## config.mk

```make
export PLATFORM = sky130hd
export DESIGN_NAME = hash_table_requester
export DESIGN_NICKNAME = d
export VERILOG_FILES = /design/src/rtl/hash_table_pkg.sv /design/src/rtl/sat_counter.sv /design/src/rtl/hash_table_requester.sv
export SDC_FILE = /design/constraint.sdc
export NUM_CORES = 1
export LEC_CHECK = 0
export BUFFER_PORTS_ARGS = -buffer_cell sky130_fd_sc_hd__buf_2
export CORE_MARGIN = 1
export CORE_UTILIZATION = 54
export CTS_BUF_LIST = sky130_fd_sc_hd__clkbuf_8
export DETAILED_ROUTE_END_ITERATION = 8
export GPL_TIMING_DRIVEN = 0
export PLACE_DENSITY = 0.88
export SKIP_CTS_REPAIR_TIMING = 1
export SLEW_MARGIN = 20
export SYNTH_ARGS = -nofsm -noshare
export SYNTH_HDL_FRONTEND = slang
export SYNTH_SLANG_ARGS = --single-unit
```

## constraint.sdc

```tcl
create_clock -name clk -period 3.35 [get_ports clk]
set_input_delay 0.5025 -clock clk [delete_from_list [all_inputs] [get_ports clk]]
set_output_delay 0.5025 -clock clk [all_outputs]
set_load 0.05 [all_outputs]
```

## src/rtl/hash_table_pkg.sv

```systemverilog
// Shared definitions for the hash table and its requester front end:
// operation encodings, requester FSM states and a width helper.
package hash_table_pkg;

    typedef enum logic [1:0] {
        OP_INSERT  = 2'b00,
        OP_DELETE  = 2'b01,
        OP_SEARCH  = 2'b10,
        OP_INVALID = 2'b11
    } ht_op_e;

    typedef enum logic [1:0] {
        ST_IDLE,
        ST_ISSUE,
        ST_WAIT,
        ST_RESP
    } req_state_e;

    // Collision counter width; clamped to 1 so tiny chain depths still give a legal port.
    function automatic int coll_width(input int chaining_size);
        return (chaining_size > 2) ? $clog2(chaining_size - 1) : 1;
    endfunction

endpackage

```

## src/rtl/sat_counter.sv

```systemverilog
// Saturating up-counter: holds at all-ones instead of wrapping.
module sat_counter #(
    parameter int WIDTH = 16
) (
    input  logic             clk,
    input  logic             clr,
    input  logic             inc,
    output logic [WIDTH-1:0] count
);

    always_ff @(posedge clk) begin
        if (clr) begin
            count <= '0;
        end else if (inc && (count != '1)) begin
            count <= count + WIDTH'(1);
        end
    end

endmodule

```

## src/rtl/hash_table_requester.sv

```systemverilog
// Initiator-side front end for the hash table command interface: one operation
// in flight, operands held for its duration, timeout guard and statistics.
module hash_table_requester
    import hash_table_pkg::*;
#(
    parameter int KEY_WIDTH      = 32,
    parameter int VALUE_WIDTH    = 32,
    parameter int CHAINING_SIZE  = 4,
    parameter int TIMEOUT_CYCLES = 64,
    parameter int STAT_WIDTH     = 16,
    localparam int COLL_WIDTH    = coll_width(CHAINING_SIZE)
) (
    input  logic                   clk,
    input  logic                   rst,
    input  logic                   req_valid,
    output logic                   req_ready,
    input  logic [1:0]             req_op,
    input  logic [KEY_WIDTH-1:0]   req_key,
    input  logic [VALUE_WIDTH-1:0] req_value,
    output logic                   rsp_valid,
    input  logic                   rsp_ready,
    output logic [1:0]             rsp_op,
    output logic [VALUE_WIDTH-1:0] rsp_value,
    output logic                   rsp_error,
    output logic                   rsp_timeout,
    output logic [COLL_WIDTH-1:0]  rsp_collision_count,
    output logic [KEY_WIDTH-1:0]   ht_key,
    output logic [VALUE_WIDTH-1:0] ht_value,
    output logic [1:0]             ht_op_sel,
    output logic                   ht_op_en,
    input  logic [VALUE_WIDTH-1:0] ht_value_out,
    input  logic                   ht_op_done,
    input  logic                   ht_op_error,
    input  logic [COLL_WIDTH-1:0]  ht_collision_count,
    output logic [STAT_WIDTH-1:0]  stat_ops,
    output logic [STAT_WIDTH-1:0]  stat_errors,
    output logic [STAT_WIDTH-1:0]  stat_stale
);

    localparam int TMO_W = $clog2(TIMEOUT_CYCLES);

    req_state_e       state, state_next;
    logic [TMO_W-1:0] tmo_cnt;
    logic             ready_en;
    logic             req_fire;
    logic             tmo_last;

    // ready_en keeps req_ready low for the first cycle out of reset.
    assign req_ready = (state == ST_IDLE) && ready_en;
    assign req_fire  = req_valid && req_ready;
    assign ht_op_en  = (state == ST_ISSUE);
    assign rsp_valid = (state == ST_RESP);
    assign rsp_op    = ht_op_sel;
    assign tmo_last  = (tmo_cnt == TMO_W'(TIMEOUT_CYCLES - 2));

    always_ff @(posedge clk) begin
        if (rst) begin
            state <= ST_IDLE;
        end else begin
            state <= state_next;
        end
    end

    always_comb begin
        state_next = state;
        unique case (state)
            ST_IDLE: begin
                if (req_fire) begin
                    state_next = (req_op == OP_INVALID) ? ST_RESP : ST_ISSUE;
                end
            end
            ST_ISSUE: state_next = ST_WAIT;
            ST_WAIT: begin
                if (ht_op_done || tmo_last) begin
                    state_next = ST_RESP;
                end
            end
            ST_RESP: begin
                if (rsp_ready) begin
                    state_next = ST_IDLE;
                end
            end
            default: state_next = ST_IDLE;
        endcase
    end

    always_ff @(posedge clk) begin
        if (rst) begin
            ready_en            <= 1'b0;
            tmo_cnt             <= '0;
            ht_key              <= '0;
            ht_value            <= '0;
            ht_op_sel           <= '0;
            rsp_value           <= '0;
            rsp_error           <= 1'b0;
            rsp_timeout         <= 1'b0;
            rsp_collision_count <= '0;
        end else begin
            ready_en <= 1'b1;
            if (req_fire) begin
                ht_key              <= req_key;
                ht_value            <= req_value;
                ht_op_sel           <= req_op;
                rsp_value           <= '0;
                rsp_error           <= (req_op == OP_INVALID);
                rsp_timeout         <= 1'b0;
                rsp_collision_count <= '0;
            end
            if (state == ST_ISSUE) begin
                tmo_cnt <= '0;
            end
            // A completion on the final waiting cycle takes priority over the timeout.
            if (state == ST_WAIT) begin
                if (ht_op_done) begin
                    rsp_value           <= ((ht_op_sel == OP_SEARCH) && !ht_op_error) ? ht_value_out : '0;
                    rsp_error           <= ht_op_error;
                    rsp_collision_count <= ht_collision_count;
                end else begin
                    tmo_cnt <= tmo_cnt + 1'b1;
                    if (tmo_last) begin
                        rsp_error   <= 1'b1;
                        rsp_timeout <= 1'b1;
                        rsp_value   <= '0;
                    end
                end
            end
        end
    end

    sat_counter #(.WIDTH(STAT_WIDTH)) u_stat_ops (
        .clk   (clk),
        .clr   (rst),
        .inc   ((state == ST_WAIT) && ht_op_done),
        .count (stat_ops)
    );

    sat_counter #(.WIDTH(STAT_WIDTH)) u_stat_errors (
        .clk   (clk),
        .clr   (rst),
        .inc   (rsp_valid && rsp_ready && rsp_error),
        .count (stat_errors)
    );

    sat_counter #(.WIDTH(STAT_WIDTH)) u_stat_stale (
        .clk   (clk),
        .clr   (rst),
        .inc   (ht_op_done && (state != ST_WAIT)),
        .count (stat_stale)
    );

endmodule

```

==> impl_metrics.env <==
export IMPL_insertion_delay_ns=0.44
export IMPL_io_buffer_count=259
export IMPL_hpwl_um=13580
export IMPL_rows=39
export IMPL_rsz0062_at_grt="no"
export IMPL_total_power_w=0.004626
export IMPL_cap_viol_max_count=0
export IMPL_ir_drop_v=0.0004418
export IMPL_cellLeakagePower_nw=3.696
export IMPL_async_flop_share_pct=0
export IMPL_drc=0
export IMPL_slowest_stage="clkbuf_1"
export IMPL_min_to="rsp_value[12]$_SDFF_PP0_"
export IMPL_setup_viol_count_final=0
export IMPL_p_comb_share_pct=24.9
export IMPL_grt_pass1_wl_um=29360
export IMPL_path_cells="inv_1, ha_1, nand3_1, clkbuf_1, buf_1, nand2_1, a21oi_1"
export IMPL_fp_coreArea_um2=11470
export IMPL_layout_nets=1128
export IMPL_ios=261
export IMPL_path_max_fanout=10
export IMPL_placed_cells=1136
export IMPL_met3RoutedLength_um=1423
export IMPL_synthesis_area_um2=6406
export IMPL_hold_depth=2
export IMPL_worstReg2RegEnd="ht_value[10]$_SDFFE_PP0P_"
export IMPL_cp_start_kind="flip-flop"
export IMPL_vias=6587
export IMPL_dr_max_layer_used="met4"
export IMPL_vias_per_cell=5.649
export IMPL_cts_made_buffers=17
export IMPL_wl_um=18390
export IMPL_postRouteAntennaNets=0
export IMPL_seq_power_share_pct=44.7
export IMPL_synthCells=734
export IMPL_clockRootBuffer="clkbuf_8"
export IMPL_clockPowerShare_pct=30.4
export IMPL_fin_tns_setup_ns=0
export IMPL_fin_skew_ns=0.008656
export IMPL_status="completed"
export IMPL_utilization_pct=72.11
export IMPL_synth_main_ff_cell="dfxtp_1"
export IMPL_synth_seq_cells=159
export IMPL_dieArea_um2=12300
export IMPL_worst_setup_path_end_kind="flip-flop"
export IMPL_pwr_density_cell_nw_per_um2=559.5
export IMPL_min_period_ns=2.255
export IMPL_layout_drive_gt1_share_pct=30.82
export IMPL_hp_start="ht_value_out[12]"
export IMPL_drtIter0Drc=452
export IMPL_synthesis_nets=850
export IMPL_start_util_pct=55.86
export IMPL_gp_congestion=0.8676
export IMPL_crit_type="flip-flop to flip-flop"
export IMPL_die_width_um=110.9
export IMPL_drt_pass1_iter_count=5
export IMPL_antenna_found_initial=1
export IMPL_grt_usage_pct=29.91
export IMPL_stdcell_count=1166
export IMPL_worstPathRequired_ns=3.72
export IMPL_routedWlPerCell_um=15.77
export IMPL_route_met2_wl_um=8624
export IMPL_die_h_um=110.9
export IMPL_timing_slew_headroom_pct=49.42
export IMPL_max_freq_ghz=0.4435
export IMPL_ys_warn_count=0
export IMPL_synth_edff_count=0
export IMPL_fin_area_um2=8269
export IMPL_path_buf_inv=3
export IMPL_synth_distinct_cells=58
export IMPL_grt_pass1_vias=5911
export IMPL_switching_share_pct=33.86
export IMPL_cts_tree="built"
export IMPL_cp_top_family="buffers and inverters"
export IMPL_critPathMaxStageDelay_ns=0.46
export IMPL_power_internal_w=0.003060
export IMPL_wl_met1_um=7757
export IMPL_synthesis_area_per_instance_um2=8.728
export IMPL_path_clk_slew_ns=0.08
export IMPL_r2r_start="state[0]$_SDFFE_PP0P_"
export IMPL_grt_max_degree=17
export IMPL_cts_path_max_buffers=2
export IMPL_worstPathArrival_ns=2.63
export IMPL_hold_viol=0
export IMPL_grt_overflow_total=0
export IMPL_fin_crit_sh_pct=67.30
export IMPL_area_delta_synth_final_pct=29.08
export IMPL_cts_htree_levels=4
export IMPL_rr_worst_depth=7
export IMPL_synth_seq_area_share_pct=49.69
export IMPL_p_sw_w=0.001566
export IMPL_ff2ff_setup_slack_ns=1.10
export IMPL_min_path_type="input port to flip-flop"
export IMPL_drv_slew=0
export IMPL_clock_sinks=159
export IMPL_dpl_cell_area_um2=7881
export IMPL_tightest_slew_ns=0.7587
## cells in the mapped netlist, types with 3 or more instances
| master | instances | share of area, % |
|---|---|---|
| nand2_1 | 158 | 9.3 |
| nand4_2 | 6 | 1.2 |
| nor3_1 | 10 | 0.78 |
| nor2_1 | 28 | 1.6 |
| or3_1 | 13 | 1.3 |
| nor2b_1 | 5 | 0.49 |
| buf_2 | 8 | 0.63 |
| o21ai_0 | 17 | 1.3 |
| dfxtp_1 | 159 | 50 |
| o41ai_1 | 5 | 0.68 |
| and2_1 | 5 | 0.49 |
| or4_1 | 12 | 1.4 |
| a311oi_1 | 4 | 0.55 |
| nand4_1 | 11 | 1.1 |
| and4_1 | 6 | 0.82 |
| o311ai_0 | 4 | 0.55 |
| inv_1 | 11 | 0.64 |
| ha_1 | 10 | 2.0 |
| buf_4 | 4 | 0.47 |
| a21o_1 | 3 | 0.35 |
| a31oi_1 | 7 | 0.68 |
| a21oi_1 | 105 | 8.2 |
| buf_1 | 7 | 0.41 |
| o31ai_1 | 12 | 1.4 |
| nand3_1 | 20 | 1.6 |
| a22o_1 | 32 | 4.4 |
| clkbuf_1 | 25 | 1.5 |
| xor2_1 | 3 | 0.41 |
| and3_1 | 6 | 0.59 |
## sequential cells by signal, indices dropped and copies added (netlist names), 6 cells and up
name                 cells
ht_key                  32
ht_value                32
rsp_value               32
u_stat_errors.count     16
u_stat_ops.count        16
u_stat_stale.count      16
tmo_cnt                  6
## logic make-up after synthesis
group,after synthesis,share of synthesized area (%)
AOI/OAI and AO/OA,204,20.82
xor gates and xnor gates,5,0.6837
adders and majority gates,10,1.953
buffers and inverters,57,3.770
DFF,159,49.69
muxes,3,0.4883
and+or+nand+nor,296,22.60
## stage by stage
step / hold WS, ns / setup slack, ns
after floorplan: 0.4426 / 1.194
after global placement: 0.4383 / 1.163
after detailed placement: 0.4440 / 1.114
after CTS: 0.2558 / 1.078
after global routing: 0.2543 / 0.9154
final: 0.2733 / 1.095
## power by group through the flow
stage / Combinational (W) / Sequential [W] / Clock [W]
after floorplan: 0.000507 / 0.00243 / 0
after global placement: 0.00113 / 0.00211 / 0
after detailed placement: 0.00115 / 0.00211 / 0
after CTS: 0.00115 / 0.00207 / 0.00142
after global routing: 0.00124 / 0.00208 / 0.00150
final: 0.00115 / 0.00207 / 0.00141
## worst max-delay path by stage
stage                                     start                                   end  slack, ns  cells after the start
after floorplan           state[0]$_SDFFE_PP0P_  u_stat_errors.count[10]$_SDFFE_PP0P_       1.19                      6
after global placement    state[0]$_SDFFE_PP0P_             ht_value[12]$_SDFFE_PP0P_       1.16                      7
after detailed placement  state[0]$_SDFFE_PP0P_             ht_value[14]$_SDFFE_PP0P_       1.11                      7
after CTS                 state[0]$_SDFFE_PP0P_             ht_value[10]$_SDFFE_PP0P_       1.08                      7
after global routing      state[0]$_SDFFE_PP0P_             ht_value[13]$_SDFFE_PP0P_       0.92                      7
final                     state[0]$_SDFFE_PP0P_             ht_value[10]$_SDFFE_PP0P_       1.10                      7
## routing by layer
layer | vias to the layer above | GRT usage [%]
li1 | 3194 | -
met1 | 3046 | 37.44
met2 | 305 | 48.53
met3 | 42 | 8.037
met4 | 0 | 12.80
met5 | - | 0
## placed cells by master, fill, tap and decap left out, drive strengths merged, types with 17 or more instances in the layout
master	instances
clkbuf	46
a22o	32
dfxtp	159
nand3	21
nand4	17
a21oi	105
buf	278
o21ai	18
nand2	159
nor2	28
## area by class of cell
type | instances | area (um2)
Antenna cell | 1 | 2.502
Buffer | 46 | 200.2
Clock buffer | 19 | 261.5
Clock inverter | 10 | 123.9
Fill cell | 906 | 3198
Inverter | 11 | 41.29
Multi-Input combinational cell | 518 | 2982
Sequential cell | 159 | 3183
Tap cell | 143 | 178.9
Timing Repair Buffer | 259 | 1296
(Power assumes the default switching activity.)
